[config.mk]
export PLATFORM = sky130hd
export DESIGN_NAME = updown_counter_param
export DESIGN_NICKNAME = d
export VERILOG_FILES = /design/src/rtl/updown_counter_param.sv
export SDC_FILE = /design/constraint.sdc
export NUM_CORES = 1
export LEC_CHECK = 0
export BUFFER_PORTS_ARGS = -buffer_cell sky130_fd_sc_hd__buf_2
export CAP_MARGIN = 20
export CORE_ASPECT_RATIO = 0.7
export CORE_MARGIN = 5
export CORE_UTILIZATION = 35
export CTS_CLUSTER_SIZE = 24
export DETAILED_ROUTE_END_ITERATION = 7
export PLACE_DENSITY = 0.57
export SYNTH_ARGS = -nofsm -noshare
export SYNTH_HDL_FRONTEND = slang
export SYNTH_SLANG_ARGS = --single-unit
[constraint.sdc]
create_clock -name clk -period 2.65 [get_ports clk]
set_clock_uncertainty 0.15 [all_clocks]
set_input_delay 0.265 -clock clk [delete_from_list [all_inputs] [get_ports clk]]
set_output_delay 0.265 -clock clk [all_outputs]
set_load 0.01 [all_outputs]
[src/rtl/updown_counter_param.sv]
// Parametrised up/down counter with a programmable inclusive upper limit,
// wrap or saturate at the bounds, synchronous load and registered event flags.
module updown_counter_param #(
   parameter int WIDTH = 4
) (
   input  logic             clk,
   input  logic             rst,
   input  logic             en,
   input  logic             updown,
   input  logic             sat_mode,
   input  logic [WIDTH-1:0] limit,
   input  logic             load,
   input  logic [WIDTH-1:0] load_val,
   input  logic             clr_flag,
   output logic [WIDTH-1:0] count,
   output logic             at_max,
   output logic             at_zero,
   output logic             wrap_pulse,
   output logic             sat_pulse,
   output logic             ovf_sticky
);

   logic [WIDTH-1:0] next_count;
   logic             wrap_ev;
   logic             sat_ev;

   assign at_max  = (count >= limit);
   assign at_zero = (count == '0);

   always_comb begin
      next_count = count;
      wrap_ev    = 1'b0;
      sat_ev     = 1'b0;
      if (load) begin
         next_count = (load_val > limit) ? limit : load_val;
      end else if (en) begin
         if (updown) begin
            if (count < limit) begin
               next_count = count + 1'b1;
            end else if (!sat_mode) begin
               next_count = '0;
               wrap_ev    = 1'b1;
            end else begin
               next_count = limit;
               sat_ev     = 1'b1;
            end
         end else begin
            // A count above a freshly lowered limit just walks down, no event.
            if (count != '0) begin
               next_count = count - 1'b1;
            end else if (!sat_mode) begin
               next_count = limit;
               wrap_ev    = 1'b1;
            end else begin
               sat_ev = 1'b1;
            end
         end
      end
   end

   always_ff @(posedge clk) begin
      if (rst) begin
         count      <= '0;
         wrap_pulse <= 1'b0;
         sat_pulse  <= 1'b0;
         ovf_sticky <= 1'b0;
      end else begin
         count      <= next_count;
         wrap_pulse <= wrap_ev;
         sat_pulse  <= sat_ev;
         // A new event beats a simultaneous clear.
         if (wrap_ev || sat_ev) begin
            ovf_sticky <= 1'b1;
         end else if (clr_flag) begin
            ovf_sticky <= 1'b0;
         end
      end
   end

endmodule

Word level (Yosys, flattened, before mapping) --
Index checks and enable logic that the tools add are counted.
Word-level totals: bits in registers 7
Cells by class: add/subtract/negate cells 2, magnitude comparators 3, equality and inequality tests 1, multiplexer cells 22, reduce and logical (&&, ||, !) cells 6
Operator list (count):
- 4-bit 2-to-1 mux | 8
- 1-bit 2-to-1 mux | 14
- 4-bit by 1-bit adder with 4-bit output, second input constant | 1
- 4-bit greater-or-equal comparator | 1
- 4-bit greater-than comparator | 1
- 4-bit logical NOT | 1
- 4-bit < comparator | 1
- 4-bit by 2-bit != test with 1-bit output, second input constant | 1
- 2-bit nonzero test | 2
- 4-bit nonzero test | 1
- 4-bit by 1-bit subtractor with 4-bit output, second input constant | 1
- 2-bit AND reduction | 1
- 1-bit logical OR | 1

Depth between registers and ports, before layout --
word-level depth 7, gate-level depth with buffers 7

Worst setup path after synthesis --
No wires, ideal clock.
path type flip-flop to flip-flop, from register count[0], to register count[1], setup time 0.132 ns, arrival 1.608 ns, required time 2.368 ns, slack 0.760 ns, cell stages (with the launch flop) 7, path buffers 0, cell sequence dfxtp_1 inv_1 ha_1 nor3b_1 o311ai_0 a311oi_1 nor3_1
Between the ends: word-level cells in the longest chain between the ends 5, elaborated cells on any way between the ends 11, those cells by class 2 x add/sub; 1 x order compare; 1 x eq/ne; 5 x mux; 2 x reduce/logical
Ends and longest elaborated chain:
- from (decl) | line 15 | output logic [WIDTH-1:0] count,
- from (signal assigned) | line 68 | count <= next_count;
- 4-bit by 1-bit subtractor with 4-bit output (tied with other cells) | line 50 | next_count = count - 1'b1;
- 4-bit 2-to-1 mux, on equally long branches | line 49, 38
- 4-bit 2-to-1 mux | line 37 | if (updown) begin
- 4-bit 2-to-1 mux | line 36 | end else if (en) begin
- 4-bit 2-to-1 mux | line 34 | if (load) begin
Parallel ways exist; a longest one is shown, timed or not. The select of a mux whose other input is x is not followed. A chain may end at the register's enable or synchronous reset.

Worst setup path after layout --
from register count[3], to output at_max
Between the ends: word-level cells in the longest chain between the ends 1
Ends and longest elaborated chain:
- 4-bit greater-or-equal comparator | line 27 | assign at_max = (count >= limit);
- to (decl) | line 16 | output logic at_max,
Every way passes these cells.

==> results.sh <==
export IMPL_status="completed"
export IMPL_yosysTopAreaCellShare=0.153
export IMPL_synth_distinct_cells=43
export IMPL_period_needed_ns=2.44
export IMPL_start_kind="flip-flop"
export IMPL_track_usage=0.144
export IMPL_grt_pass1_vias=911
export IMPL_maxCapViolations=0
export IMPL_rsz0062_at_grt="false"
export IMPL_dieArea_um2=3750
export IMPL_overflow=0
export IMPL_finalNonFillerCells=171
export IMPL_postCtsSetupRepairBufs=0
export IMPL_cts_root_buf="clkbuf_8"
export IMPL_worstSetupPathType="reg2out"
export IMPL_min_path_type="in2reg"
export IMPL_first_iter_violations=56
export IMPL_numCtsBuffers=3
export IMPL_relSlewSlack=0.657
export IMPL_coreArea_um2=2480
export IMPL_dp_cells=167
export IMPL_ios=24
export IMPL_insertedDiodeCount=0
export IMPL_clk_path_buf_depth=2
export IMPL_multi_input_area_um2=709
export IMPL_synth_area_leaders="dfxtp_1 (15%), ha_1 (15%), a21oi_1 (5.5%)"
export IMPL_wl_mm=2.48
export IMPL_synth_area_leader_cell="dfxtp_1"
export IMPL_ir_drop_v=0.000244
export IMPL_start_util=0.369
export IMPL_portBuffers=23
export IMPL_tightest_slew_ns=0.514
export IMPL_post_cts_resize_count=0
export IMPL_dpl_cell_area_um2=1040
export IMPL_drcViolationCount=0
export IMPL_cts_max_level=1
export IMPL_critPathMaxFanout=10
export IMPL_syn_num_nets=141
export IMPL_grt_max_degree=13
export IMPL_route_antenna_remaining_nets=0
export IMPL_fin_setup_tns_ns=0
export IMPL_clock_latency_ns=0.23
export IMPL_antenna_found_initial=0
export IMPL_ys_flop_type="dfxtp_1"
export IMPL_max_freq_ghz=0.410
export IMPL_p_per_area_nw_per_um2=465
export IMPL_fillCellCount=274
export IMPL_syn_avg_cell_area_um2=7.95
export IMPL_avgRoutedWirePerCell_um=14.5
export IMPL_nNetsFinal=164
export IMPL_area_growth_pct=18.3
export IMPL_async_flop_share=0
export IMPL_grt_pass1_wl_mm=4.28
export IMPL_cts_tree="built"
export IMPL_p_leak_nw=0.486
export IMPL_vias=947
export IMPL_utilization=0.437
export IMPL_regArea_um2=140
export IMPL_setup_viol=0
export IMPL_die_w_um=71.1
export IMPL_clk_pin_slew_ns=0.04
export IMPL_endpoint_kind="output port"
export IMPL_finalWeightedCongestion=0.843
export IMPL_synth_area_um2=915
export IMPL_die_y_um=52.8
export IMPL_maxSlewViolCount=0
export IMPL_final_area_um2=1080
export IMPL_yosysSeqAreaShare=0.153
export IMPL_fin_crit_sh=0.920
export IMPL_syn_inst=115
export IMPL_cp_data_arrival_time_ns=2.02
export IMPL_hold_viol=0
export IMPL_place_hpwl_mm=2.06
export IMPL_firstDrtPassIters=4
export IMPL_synth_edf_count=0
export IMPL_hold_buffers=0
export IMPL_worstPathRequired_ns=2.24
export IMPL_row_count=15
export IMPL_drive_gt1_frac=0.255
export IMPL_ys_warn_count=0
export IMPL_clock_sink_count=7
export IMPL_ys_seq_elements=7
export IMPL_post_drt_via_cell_ratio=5.54
## path summary, 6_finish.rpt
path,startpoint,to,slack (ns),depth (start not counted)
worst max-delay path,count[3],at_max,0.21,5
worst min register to register,ovf_sticky,ovf_sticky,0.44,3
worst max register to register,count[3],count[0],0.32,6
worst min-delay path,clr_flag,ovf_sticky,0.19,4
## report_power, final
part | total, W | switching (W) | leakage, nW | internal [W]
Clock | 0.000153 | 0.0000487 | 0.0228 | 0.000104
Sequential | 0.000135 | 0.0000203 | 0.0576 | 0.000114
Combinational | 0.000215 | 0.000119 | 0.406 | 0.0000963
## registers in the layout (all words and copies together), names as in the netlist
signal and cells:
sat_pulse 1, count 4, wrap_pulse 1, ovf_sticky 1
## cell usage in the layout (no fill, tap or decap), types with 2 or more instances in the layout
cell      Yosys  final
nor2b_1       5      5
inv_1         8      8
a211oi_1      4      4
o21ai_0       4      4
a31oi_1       2      2
nand2_1       9      9
and2_1        2      2
buf_2         1     23
ha_1         11     11
mux2i_1       3      3
o311ai_1      2      2
a21oi_1      10     10
nand3_1       6      6
nor2_1        7      7
a21o_1        2      2
nor3b_1       3      3
clkbuf_8      0      3
nand4_1       2      2
dfxtp_1       7      7
## synthesized netlist by cell type, types with 2 or more instances
library cell   n
nand3_1        6
nand4_1        2
a211oi_1       4
mux2i_1        3
o21ai_0        4
buf_6          2
dfxtp_1        7
a31oi_1        2
nor2b_1        5
o311ai_1       2
nand2_1        9
a21oi_1       10
nor2_1         7
nor3b_1        3
ha_1          11
clkbuf_1       2
and2_1         2
inv_1          8
a21o_1         2
## critical path, stage by stage (launching register included)
cell     delay [ns]
dfxtp_1        0.58
ha_1           0.35
a21oi_1        0.42
and2_1         0.25
nand2_1        0.06
buf_2          0.13
## metrics by stage
| step | total power [W] | hold WS [ns] | worst slack (ns) |
|---|---|---|---|
| 2_1_floorplan | 0.000294 | 0.298 | 0.760 |
| 3_3_place_gp | 0.000351 | 0.423 | 0.293 |
| 3_5_place_dp | 0.000352 | 0.431 | 0.359 |
| 4_1_cts | 0.000508 | 0.193 | 0.205 |
| 5_1_grt | 0.000545 | 0.224 | 0.0586 |
| 6_report | 0.000503 | 0.195 | 0.211 |
## area by class of cell
cell class | instances | share of cell area
flip-flops and latches | 7 | 0.129
clock buffers | 4 | 0.0416
well taps | 34 | 0.0393
repair buffers | 23 | 0.106
multi-input cells | 95 | 0.655
inverters | 8 | 0.0277
## metal layers
| layer | global-route usage | wire (um) |
|---|---|---|
| met5 | 0 | 0 |
| met4 | 0.0188 | 10 |
| met3 | 0.0517 | 186 |
| met2 | 0.223 | 1040 |
| met1 | 0.196 | 1240 |
## cells by family after synthesis
logic type      synth area share
buf+inv                   0.0711
simple gates               0.294
flops                      0.153
compound gates             0.279
mux                       0.0328
xor+xnor                  0.0192
fa+ha+maj                  0.150
No activity file was read; power rests on OpenSTA's default activity.
